==> config.mk <==
export PLATFORM = sky130hd
export DESIGN_NAME = fire_allocator
export DESIGN_NICKNAME = d
export VERILOG_FILES = /design/src/rtl/fire_alloc_pkg.sv /design/src/rtl/fire_allocator_slot_picker.sv /design/src/rtl/fire_allocator.sv
export SDC_FILE = /design/constraint.sdc
export NUM_CORES = 1
export LEC_CHECK = 0
export BUFFER_PORTS_ARGS = -buffer_cell sky130_fd_sc_hd__buf_4
export CAP_MARGIN = 20
export CORE_AREA = 2 2 104 106
export CTS_BUF_LIST = sky130_fd_sc_hd__clkbuf_2
export CTS_CLUSTER_DIAMETER = 200
export DETAILED_ROUTE_END_ITERATION = 8
export DIE_AREA = 0 0 106 108
export RECOVER_POWER = 25
export SLEW_MARGIN = 0
export SYNTH_ARGS = -nofsm -noshare
export SYNTH_HDL_FRONTEND = slang
export SYNTH_SLANG_ARGS = --single-unit
==> constraint.sdc <==
create_clock -name Clk -period 2.2 [get_ports Clk]
set_input_delay 0.44 -clock Clk [delete_from_list [all_inputs] [get_ports Clk]]
set_output_delay 0.44 -clock Clk [all_outputs]
set_load 0.05 [all_outputs]
==> src/rtl/fire_alloc_pkg.sv <==
`default_nettype none
// ============================================================================
// Module   : fire_alloc_pkg
// Brief    : Shared key constants and width helper for the fire allocator.
// Revision : 1.0 - initial release
// ============================================================================
package fire_alloc_pkg;

    localparam int              KEY_W               = 8;
    localparam logic [KEY_W-1:0] KEY_NONE            = 8'h00;
    localparam logic [KEY_W-1:0] DEFAULT_FIRE_KEY_T1 = 8'h14;
    localparam logic [KEY_W-1:0] DEFAULT_FIRE_KEY_T2 = 8'h28;

    // Ceiling log2, never below 1 so degenerate counters still get a bit.
    function automatic int clog2(input int value);
        int r;
        r = 1;
        for (int i = 1; i < 31; i++) begin
            if ((1 << i) < value) r = i + 1;
        end
        return r;
    endfunction

endpackage
`default_nettype wire

==> src/rtl/fire_allocator_slot_picker.sv <==
`default_nettype none
// ============================================================================
// Module   : slot_picker
// Brief    : Picks the first free slot at or after a start index, wrapping.
// Revision : 1.0 - initial release
// ============================================================================
module slot_picker #(
    parameter int N     = 3,
    parameter int IDX_W = 2
) (
    input  logic [N-1:0]     free_mask,
    input  logic [IDX_W-1:0] start_idx,
    output logic [N-1:0]     grant,
    output logic             valid
);

    always_comb begin
        grant = '0;
        valid = 1'b0;
        for (int i = 0; i < N; i++) begin
            for (int j = 0; j < N; j++) begin
                if (!valid && free_mask[j] && (((int'(start_idx) + i) % N) == j)) begin
                    grant[j] = 1'b1;
                    valid    = 1'b1;
                end
            end
        end
    end

endmodule
`default_nettype wire

==> src/rtl/fire_allocator.sv <==
`default_nettype none
// ============================================================================
// Module   : fire_allocator
// Brief    : Per-frame fire-key edge detector and bullet slot allocator with
//            cooldown and claim reservation. Define FIRE_ALLOC_ROUND_ROBIN_EN
//            for round-robin slot search instead of lowest-index.
// Revision : 1.0 - initial release
// ============================================================================
module fire_allocator
    import fire_alloc_pkg::*;
#(
    parameter int NUM_TANKS        = 2,
    parameter int BULLETS_PER_TANK = 3,
    parameter int NUM_PORTS        = 6,
    parameter int COOLDOWN_FRAMES  = 8,
    parameter int CLAIM_FRAMES     = 2
) (
    input  logic                                  Clk,
    input  logic                                  Reset,
    input  logic                                  frame_en,
    input  logic [NUM_PORTS*KEY_W-1:0]            keycodes,
    input  logic [NUM_TANKS*KEY_W-1:0]            fire_keys,
    input  logic [NUM_TANKS*BULLETS_PER_TANK-1:0] bullet_busy,
    output logic [NUM_TANKS*BULLETS_PER_TANK-1:0] trigger,
    output logic [NUM_TANKS-1:0]                  dropped,
    output logic [NUM_TANKS-1:0]                  cooldown_active
);

    localparam int BPT   = BULLETS_PER_TANK;
    localparam int IDX_W = clog2(BPT);
    localparam int CD_W  = clog2(COOLDOWN_FRAMES + 1);
    localparam int AGE_W = clog2(CLAIM_FRAMES + 1);

    logic [NUM_TANKS-1:0] w_pressed;
    logic [NUM_TANKS-1:0] w_edge;
    logic [NUM_TANKS-1:0] r_pressed_q;

    always_comb begin
        w_pressed = '0;
        for (int t = 0; t < NUM_TANKS; t++) begin
            for (int p = 0; p < NUM_PORTS; p++) begin
                if ((fire_keys[t*KEY_W +: KEY_W] != KEY_NONE) &&
                    (keycodes[p*KEY_W +: KEY_W] == fire_keys[t*KEY_W +: KEY_W])) begin
                    w_pressed[t] = 1'b1;
                end
            end
        end
    end

    assign w_edge = w_pressed & ~r_pressed_q;

    // History resets high so a key held through reset cannot fire.
    always_ff @(posedge Clk) begin
        if (Reset)         r_pressed_q <= '1;
        else if (frame_en) r_pressed_q <= w_pressed;
    end

    for (genvar t = 0; t < NUM_TANKS; t++) begin : g_tank
        localparam int BASE = t * BPT;

        logic [BPT-1:0]   r_claim;
        logic [AGE_W-1:0] r_age [BPT];
        logic [CD_W-1:0]  r_cd;
        logic [BPT-1:0]   r_trig;
        logic             r_drop;
        logic [BPT-1:0]   w_free;
        logic [BPT-1:0]   w_grant;
        logic [IDX_W-1:0] w_start;
        logic             w_valid;
        logic             w_ready;
        logic             w_accept;
        logic             w_drop;

        assign w_free   = ~bullet_busy[BASE +: BPT] & ~r_claim;
        assign w_ready  = frame_en && w_edge[t] && (r_cd == '0);
        assign w_accept = w_ready && w_valid;
        assign w_drop   = w_ready && !w_valid;

`ifdef FIRE_ALLOC_ROUND_ROBIN_EN
        logic [IDX_W-1:0] r_last;
        logic [IDX_W-1:0] w_grant_idx;

        always_comb begin
            w_grant_idx = '0;
            for (int s = 0; s < BPT; s++) begin
                if (w_grant[s]) w_grant_idx = IDX_W'(s);
            end
        end

        assign w_start = (r_last == IDX_W'(BPT - 1)) ? '0 : r_last + 1'b1;

        always_ff @(posedge Clk) begin
            if (Reset)         r_last <= IDX_W'(BPT - 1);
            else if (w_accept) r_last <= w_grant_idx;
        end
`else
        assign w_start = '0;
`endif

        slot_picker #(
            .N     (BPT),
            .IDX_W (IDX_W)
        ) u_picker (
            .free_mask (w_free),
            .start_idx (w_start),
            .grant     (w_grant),
            .valid     (w_valid)
        );

        always_ff @(posedge Clk) begin
            if (Reset) begin
                r_cd   <= '0;
                r_trig <= '0;
                r_drop <= 1'b0;
            end else begin
                r_trig <= w_accept ? w_grant : '0;
                r_drop <= w_drop;
                if (w_accept)                    r_cd <= CD_W'(COOLDOWN_FRAMES);
                else if (frame_en && r_cd != '0) r_cd <= r_cd - 1'b1;
            end
        end

        // A claim covers the gap until the bullet reports busy; it ages out
        // if busy never rises.
        always_ff @(posedge Clk) begin
            if (Reset) begin
                r_claim <= '0;
                for (int s = 0; s < BPT; s++) r_age[s] <= '0;
            end else begin
                for (int s = 0; s < BPT; s++) begin
                    if (bullet_busy[BASE + s]) begin
                        r_claim[s] <= 1'b0;
                        r_age[s]   <= '0;
                    end else if (frame_en) begin
                        if (w_accept && w_grant[s]) begin
                            r_claim[s] <= 1'b1;
                            r_age[s]   <= '0;
                        end else if (r_claim[s]) begin
                            if (int'(r_age[s]) + 1 >= CLAIM_FRAMES) begin
                                r_claim[s] <= 1'b0;
                                r_age[s]   <= '0;
                            end else begin
                                r_age[s] <= r_age[s] + 1'b1;
                            end
                        end
                    end
                end
            end
        end

        assign trigger[BASE +: BPT] = r_trig;
        assign dropped[t]           = r_drop;
        assign cooldown_active[t]   = (r_cd != '0);
    end

endmodule
`default_nettype wire

# [Word-level counts from Yosys, hierarchy flattened]
# Memories as Yosys holds them, arrays and structs flattened.
# Index checks and enable logic that the tools add are counted.
# W data, S select, Z words.
[classes] muxes=190 n_reduce_logical=56 addsub=14 order_cmp=6 n_eq_ne=12 bitwise=34
[op_table] op="$mux W1" n=162
[op_table] op="$eq A8 B8 Y1" n=12
[op_table] op="$mux W2" n=24
[op_table] op="$logic_and A1 B1 Y1" n=32
[op_table] op="$or A1 B1 Y1" n=24
[op_table] op="$reduce_or A2 Y1" n=10
[op_table] op="$add A2 B1 Y3 const B" n=6
[op_table] op="$ge A3 B2 Y1 const B" n=6
[op_table] op="$mux W4" n=4
[op_table] op="$reduce_bool A8 Y1" n=2
[op_table] op="$add A2 B1 Y2 const B" n=6
[op_table] op="$not A3 Y3" n=4
[op_table] op="$logic_not A4 Y1" n=2
[op_table] op="$reduce_bool A4 Y1" n=2
[op_table] op="$sub A4 B1 Y4 const B" n=2
[op_table] op="$and A3 B3 Y3" n=2
[op_table] op="$logic_not A1 Y1" n=6
[op_table] op="$reduce_bool A2 Y1" n=2
[op_table] op="$and A2 B2 Y2" n=1
[op_table] op="$not A1 Y1" n=2
[op_table] op="$not A2 Y2" n=1
[word_totals] in_bits=73 n_memories=2 mem_bits_rw=12 out_inout_bits=10 word_cells=329 regBits=24
[memory_table] name="g_tank[0].r_age" depth=3 width=2 read_ports=3 rd_ports_with_merged_regs=0 write_ports=3 line="fire_allocator.sv:62" text="logic [AGE_W-1:0] r_age [BPT];"
[memory_table] name="g_tank[1].r_age" depth=3 width=2 read_ports=3 rd_ports_with_merged_regs=0 write_ports=3 line="fire_allocator.sv:62"

# [Logic depth before layout (Yosys ltp)]
# Gate-level depths: netlist of run 1.
[logic_depth] ltp_word=21 depth_mapped=8 ltp_nobuf=7

# [Hierarchy]
# A second synthesis of run 1 with hierarchy kept.
[unflattened] cells_unflattened=403 area_unflattened_um2=3374.5
[by_module_without_submodules] module="fire_allocator" area_per_inst_um2=3109.2 cells_per_inst=369 instances=1 seq_area_each_um2=840.8
[by_module_without_submodules] module="slot_picker" area_per_inst_um2=132.6 cells_per_inst=17 instances=2 seq_area_each_um2=0.0

# [Worst setup path before layout of run 1]
# No wires, ideal clock.
[synth_timing] path_kind="register to register" start="register g_tank[0].r_cd[0]" end="memory g_tank[0].r_age[2][0] in the netlist's numbering (enable)" setup_slack_ps=-270 setup_ps=331 stages_incl_launch_ff=7 required_ps=1869 period_less_slack_ps=2470 arrival_ps=2139 path_buffers=0 cell_sequence="dfxtp_1 inv_1 ha_1 nand2_1 or3_1 or4_4 o311ai_2"
[synth_rtl] element="start: declaration" line="fire_allocator.sv:63" text="logic [CD_W-1:0] r_cd;"
[synth_rtl] element="start signal: assignment" line="fire_allocator.sv:118" text="if (w_accept) r_cd <= CD_W'(COOLDOWN_FRAMES);"
[synth_rtl] element="start signal: assignment" line="fire_allocator.sv:119" text="else if (frame_en && r_cd != '0) r_cd <= r_cd - 1'b1;"
[synth_rtl] element="end: declaration" line="fire_allocator.sv:62"

==> results of run 1 <==
-- state kept, by name (all words and copies together) (netlist names) --
signal / cells
g_tank.r_age: 12
g_tank.r_trig: 6
g_tank.r_claim: 6
g_tank.r_cd: 8
g_tank.r_drop: 2
r_pressed_q: 2
-- critical path, delay by kind of cell (launching register included) --
kind,cells,cell delay (ps)
DFF,1,340
and+or+nand+nor,3,940
adders and majority gates,1,180
buffers and inverters,1,120
AOI/OAI and AO/OA,1,300
-- logic make-up after synthesis --
family                     Yosys count  share of synthesized area
and+or+nand+nor                    120                      0.215
xor gates and xnor gates            99                      0.286
buffers and inverters               48                     0.0847
AOI/OAI and AO/OA                   41                     0.0984
DFF                                 36                      0.278
adders and majority gates            9                     0.0372
-- how the worst min path moves through the flow --
stage / from / endpoint / cells after the start
5_1_grt: bullet_busy[3] / g_tank[1].r_trig[0]$_SDFF_PP0_ / 2
3_3_place_gp: r_pressed_q[0]$_SDFFE_PP1P_ / r_pressed_q[0]$_SDFFE_PP1P_ / 2
3_5_place_dp: r_pressed_q[0]$_SDFFE_PP1P_ / r_pressed_q[0]$_SDFFE_PP1P_ / 2
4_1_cts: bullet_busy[3] / g_tank[1].r_trig[0]$_SDFF_PP0_ / 2
2_1_floorplan: g_tank[0].r_cd[2]$_SDFFE_PP0P_ / g_tank[0].r_cd[2]$_SDFFE_PP0P_ / 2
6_report: bullet_busy[3] / g_tank[1].r_trig[0]$_SDFF_PP0_ / 2
-- cell type report --
class / count / area, um^2
inverter: 24 / 90.1
tap: 136 / 170
sequential: 36 / 841
timing repair buffer: 121 / 908
clock inverter: 2 / 35.0
fill: 1017 / 6210
multi-input combinational: 269 / 1950
clock buffer: 6 / 30.0
-- layout by cell type (no fill, tap or decap), drive strengths merged, types with 2 or more instances in the layout --
master and instances:
nand3 2, nand2 22, nor3 5, o31ai 3, o211a 3, o211ai 11, nor4 17, xor2 49
ha 9, buf 121, o21ai 7, xnor2 50, dfxtp 24, nand2b 2, a21oi 6, o311ai 2
edfxtp 12, nand4 19, clkbuf 6, o22ai 3, nor2 41, or4 9, inv 24
-- power by group through the flow --
stage / Combinational [mW] / Sequential, mW / Clock, mW
floorplan: 0.735 / 0.796 / 0
global placement: 1.09 / 0.803 / 0
detailed placement: 1.12 / 0.807 / 0
CTS: 1.12 / 0.792 / 0.429
global route: 1.21 / 0.800 / 0.452
finish: 1.11 / 0.792 / 0.413
-- metrics by stage --
step	power [mW]	utilization	TNS [ps]	cells
2_1_floorplan	1.53	-	0	353
3_3_place_gp	1.90	0.387	-2070	586
3_5_place_dp	1.92	0.387	-2580	586
4_1_cts	2.34	0.393	0	594
5_1_grt	2.47	0.393	0	594
6_report	2.32	0.393	0	594
-- metal layers --
| metal | global-route usage | routed length (um) |
|---|---|---|
| met3 | 0.0217 | 492 |
| met4 | 0.0470 | 142 |
| met5 | 0 | 0 |
| met2 | 0.264 | 3930 |
| met1 | 0.187 | 3700 |
-- timing repair --
action,in CTS,in global routing
resized for setup,1,0
endpoints found under the setup margin,1,0
setup buffers,0,0
==> impl_metrics.csv, run 1 <==
group,metric,value,unit
run_status,status,"complete, no violations",
synthesis,ys_warn_count,0,
synthesis,seq_area_frac_synth,0.278,
global_routing,grt_max_degree,20,
timing,fin_crit_sh,0.977,
timing,slew_viol_final,0,
worst_setup_path,worst_r2r_path_depth,6,
clocking,clock_sinks,36,
job,maxCapViolCount,0,
synthesis,syn_area,3030,um^2
power_and_ir_drop,leakage,1.63,nW
detailed_routing,drtIter0Drc,136,
timing,rsz0062_at_grt,"false",
synthesis,synth.area.top_cells,"dfxtp_1 (16%), xnor2_1 (14%), xor2_1 (14%)",
timing,final_hold_viol_count,0,
timing,setup_violations,0,
clocking,cts_tree,"done",
placed_design,post-place-ws,-241,ps
layout,antennaDiodeCount,0,
detailed_routing,drc_errors,0,
timing,fmax,465,MHz
synthesis,synthFlopType,"dfxtp_1",
layout,drive_gt1_frac,0.303,
layout,design_area,4020,um^2
power_and_ir_drop,power.density,576,nW/um^2
worst_setup_path,cp_cell_sequence,"inv_1 > ha_4 > nand2_4 > or3_1 > or4_4 > o311ai_2",
synthesis,synth-edff-count,12,
detailed_routing,ant_nets,0,
clocking,path_clk_slew,190,ps
timing,worst_slack,50.2,ps
timing,clock_skew,24.6,ps
worst_setup_path,crit_start,"g_tank[0].r_cd[0]$_SDFFE_PP0P_",
power_and_ir_drop,power.switching,0.874,mW
layout,nets,539,
timing,hold_slack,226,ps
placed_design,gp_congestion,0.940,
timing,finalCriticalPeriod,2150,ps
placed_design,io_buffer_count,82,
global_routing,gr-total-overflow,0,
timing,tightest_slew,490,ps
global_routing,grt_pass1_wl,13.7,mm
floorplan,start_util,0.296,
global_routing,antenna_found_initial,0,
worst_setup_path,cp.required,2300,ps
clocking,clockBufferDepth,2,
synthesis,synth_cells,353,
worst_setup_path,timing.setup.critical_path_class,"reg2reg",
synthesis,synth.distinct_cells,39,
synthesis,synth_commonest_cells,"xnor2_1 (50), xor2_1 (49), nor2_1 (41)",
worst_setup_path,cp-end-kind,"flip-flop",
floorplan,dieArea,11400,um^2
synthesis,yosysTopAreaCellShare,0.159,
worst_setup_path,cp_slowest_cell,"or4_4",
power_and_ir_drop,p_sw_frac,0.377,
placed_design,postPlaceCellArea,3960,um^2
synthesis,ys_seq_elements,36,
power_and_ir_drop,power_frac_comb,0.480,
power_and_ir_drop,vdd_drop_max,0.000335,V
synthesis,synth.most_common_cell,"xnor2_1",
timing,slew_headroom,0.673,
clocking,cts-hold-fix-buffers,0,
global_routing,grt_pass1_vias,2863,
detailed_routing,vias_per_cell,4.74,
worst_setup_path,start_kind,"flip-flop",
clocking,root_buffer,"clkbuf_2",
min_path,hold_class,"in2reg",
worst_setup_path,crit_end,"g_tank[0].r_age[2][1]$_SDFFCE_PN0P_",
power_and_ir_drop,power.internal,1.44,mW
synthesis,yosysTopAreaCell,"dfxtp_1",
detailed_routing,vias,2816,
worst_setup_path,cp.arrival,2250,ps
global_routing,grt_usage,0.149,
floorplan,io-pin-count,83,
worst_setup_path,r2r_end,"g_tank[0].r_age[2][1]$_SDFFCE_PN0P_",
detailed_routing,detail_route.first_pass.iterations,4,
layout,area_growth,32.9,%
power_and_ir_drop,pwr-share-clk,0.178,
floorplan,core_area,10200,um^2
worst_setup_path,max_stage_delay,500,ps
clocking,clock_latency,380,ps
worst_setup_path,rrSetupSlack,50,ps
synthesis,syn_area_per_cell,8.57,um^2
synthesis,synthArstFlopShare,0,
worst_setup_path,r2r_start,"g_tank[0].r_cd[0]$_SDFFE_PP0P_",
synthesis,synth_fp_nets,435,
clocking,htree_levels,2,
clocking,numCtsBuffers,5,
detailed_routing,routed_wl,8.26,mm
floorplan,fp.dieH,108,um
detailed_routing,route.detailed.wl_per_inst,13.9,um
floorplan,die_w,106,um
placed_design,detailed_place_hpwl,6.89,mm
worst_setup_path,cp_max_fo,5,
power_and_ir_drop,p_seq_frac,0.342,
floorplan,core.rowCount,37,
Note: power is estimated with default switching activity, not from simulation.
==> run 2: changes to the inputs <==
--- a/config.mk
+++ b/config.mk
@@ -7,11 +7,11 @@
 export LEC_CHECK = 0
 export BUFFER_PORTS_ARGS = -buffer_cell sky130_fd_sc_hd__buf_4
 export CAP_MARGIN = 20
-export CORE_AREA = 2 2 104 106
+export CORE_AREA = 2 2 93 118
 export CTS_BUF_LIST = sky130_fd_sc_hd__clkbuf_2
 export CTS_CLUSTER_DIAMETER = 200
 export DETAILED_ROUTE_END_ITERATION = 8
-export DIE_AREA = 0 0 106 108
+export DIE_AREA = 0 0 95 120
 export RECOVER_POWER = 25
 export SLEW_MARGIN = 0
 export SYNTH_ARGS = -nofsm -noshare
==> run 2 against run 1 <==
- sequential share of layout area increased by 0.25 points
- cell area shrank 1.0%
- die area decreased by 0.42%
- count of clock-buffer cells in the layout fell by 1
- power decreased by 3.1%
- hold slack got worse by 28 ps
- utilization fell by 0.86 points
- sequential cell count stayed put
- critical path depth unchanged
- sequential power is 0.6% higher
- global-route usage rose by 0.97 points
- critical path type unchanged
==> impl_metrics.csv, run 2 (synthesis gave the netlist of run 1 again) <==
group,metric,value,unit
worst_setup_path,start_kind,"flip-flop",
worst_setup_path,cp.required,2320,ps
detailed_routing,detail_route.first_pass.iterations,6,
timing,setup_violations,0,
worst_setup_path,path_buf_inv,1,
timing,fin_crit_sh,0.964,
placed_design,io_buffer_count,82,
global_routing,grt_pass1_vias,2973,
timing,fmax,471,MHz
min_path,hold_class,"in2reg",
clocking,numCtsBuffers,5,
layout,fillers,1058,
timing,clock_skew,20.3,ps
worst_setup_path,max_stage_delay,520,ps
layout,regArea,842,um^2
placed_design,place_inst,575,
layout,mostFrequentLayoutCells,"buf_4 (114), xnor2_1 (50), xor2_1 (49), nor2_1 (41)",
layout,final_cells,584,
worst_setup_path,cp_max_fo,4,
floorplan,core.rowCount,42,
layout,final_common_cell,"buf_4",
worst_setup_path,timing.setup.critical_path_class,"reg2reg",
floorplan,fp.dieH,120,um
clocking,htree_levels,2,
timing,final_hold_viol_count,0,
floorplan,dieArea,11400,um^2
timing,finalCriticalPeriod,2120,ps
detailed_routing,routed_wl,8.77,mm
worst_setup_path,cp.arrival,2250,ps
layout,regMostFlops,"g_tank.r_age",
clocking,path_clk_slew,200,ps
clocking,clock_sinks,36,
layout,multiInputGateArea,1970,um^2
floorplan,die_w,95,um
layout,top_regs,"g_tank.r_age (12), g_tank.r_cd (8)",
timing,tightest_slew,489,ps
placed_design,gp_congestion,0.913,
global_routing,grt_max_degree,22,
placed_design,post-place-ws,-171,ps
global_routing,grt_usage,0.159,
floorplan,core_area,10400,um^2
power_and_ir_drop,power.density,564,nW/um^2
job,maxCapViolCount,0,
detailed_routing,vias,2867,
timing,worst_slack,78.1,ps
layout,area_growth,31.6,%
timing,slew_headroom,0.671,
detailed_routing,route.detailed.wl_per_inst,15.0,um
clocking,clockBufferDepth,2,
detailed_routing,drc_errors,0,
power_and_ir_drop,leakage,1.61,nW
timing,slew_viol_final,0,
power_and_ir_drop,vdd_drop_max,0.000237,V
layout,drive_gt1_frac,0.301,
layout,largest_reg_flops,12,
global_routing,antenna_found_initial,0,
detailed_routing,vias_per_cell,4.91,
floorplan,start_util,0.292,
layout,nets,533,
clocking,cts_tree,"done",
worst_setup_path,critPathTopFamily,"simple AND/OR/NAND/NOR gates",
placed_design,detailed_place_hpwl,7.13,mm
worst_setup_path,cp-end-kind,"flip-flop",
floorplan,io-pin-count,83,
run_status,status,"complete, no violations",
detailed_routing,ant_nets,0,
clocking,cts-hold-fix-buffers,0,
global_routing,gr-total-overflow,0,
clocking,root_buffer,"clkbuf_2",
global_routing,grt_pass1_wl,14.2,mm
worst_setup_path,cp_slowest_cell,"or4_4",
clocking,clock_latency,400,ps
worst_setup_path,cp_cell_sequence,"inv_1 > ha_4 > nand2_4 > or3_4 > or4_4 > o311ai_4",
layout,antennaDiodeCount,0,
detailed_routing,drtIter0Drc,69,
-- run 2: worst paths after layout --
| check | slack (ps) | startpoint | cells after the start | to |
|---|---|---|---|---|
| max | 80 | g_tank[0].r_cd[1]$_SDFFE_PP0P_ | 6 | g_tank[0].r_age[2][1]$_SDFFCE_PN0P_ |
| min | 200 | bullet_busy[3] | 2 | g_tank[1].r_trig[0]$_SDFF_PP0_ |
| max reg2reg | 80 | g_tank[0].r_cd[1]$_SDFFE_PP0P_ | 6 | g_tank[0].r_age[2][1]$_SDFFCE_PN0P_ |
| min reg2reg | 510 | g_tank[0].r_cd[2]$_SDFFE_PP0P_ | 2 | g_tank[0].r_cd[2]$_SDFFE_PP0P_ |
-- run 2: final cells by class --
type | count | area share
clock inverters | 3 | 0.00346
repair buffers | 115 | 0.220
flip-flops and latches | 36 | 0.211
inverters | 24 | 0.0226
well taps | 132 | 0.0415
clock buffers | 5 | 0.00628
multi-input cells | 269 | 0.495
-- run 2: where the power goes --
part,internal [mW],switching (mW),leakage [nW]
registers,0.751,0.0453,0.329
clock network,0.0711,0.233,0.0302
logic,0.513,0.630,1.25
total,1.34,0.908,1.61
-- run 2: per-layer routing --
metal / part of all wire / global-route usage / vias up
met2: 0.51 / 0.288 / 99
met1: 0.41 / 0.183 / 1338
met5: 0 / 0 / -
li1: - / - / 1408
met4: 0.035 / 0.0625 / 0
met3: 0.051 / 0.0232 / 22
-- run 2: timing repair --
action	in CTS	in global routing
setup buffers	0	1
setup endpoints to repair	0	2
gates resized for setup	0	5
-- run 2: stage by stage --
stage          setup TNS (ps)  instance area [um^2]   util  hold WS [ps]  power (mW)
5_1_grt                 -5.32                  3980  0.385           179        2.38
3_5_place_dp            -1730                  3910  0.378           481        1.92
2_1_floorplan               0                  3050      -           453        1.53
3_3_place_gp             -969                  3910  0.378           470        1.89
4_1_cts                     0                  3950  0.382           192        2.22
6_report                    0                  3980  0.385           198        2.24
-- run 2: worst register-to-register path, stage by stage (launching register included) --
cell      delay [ps]
dfxtp_2          370
inv_1             80
ha_4             160
nand2_4           50
or3_4            380
or4_4            520
o311ai_4         270
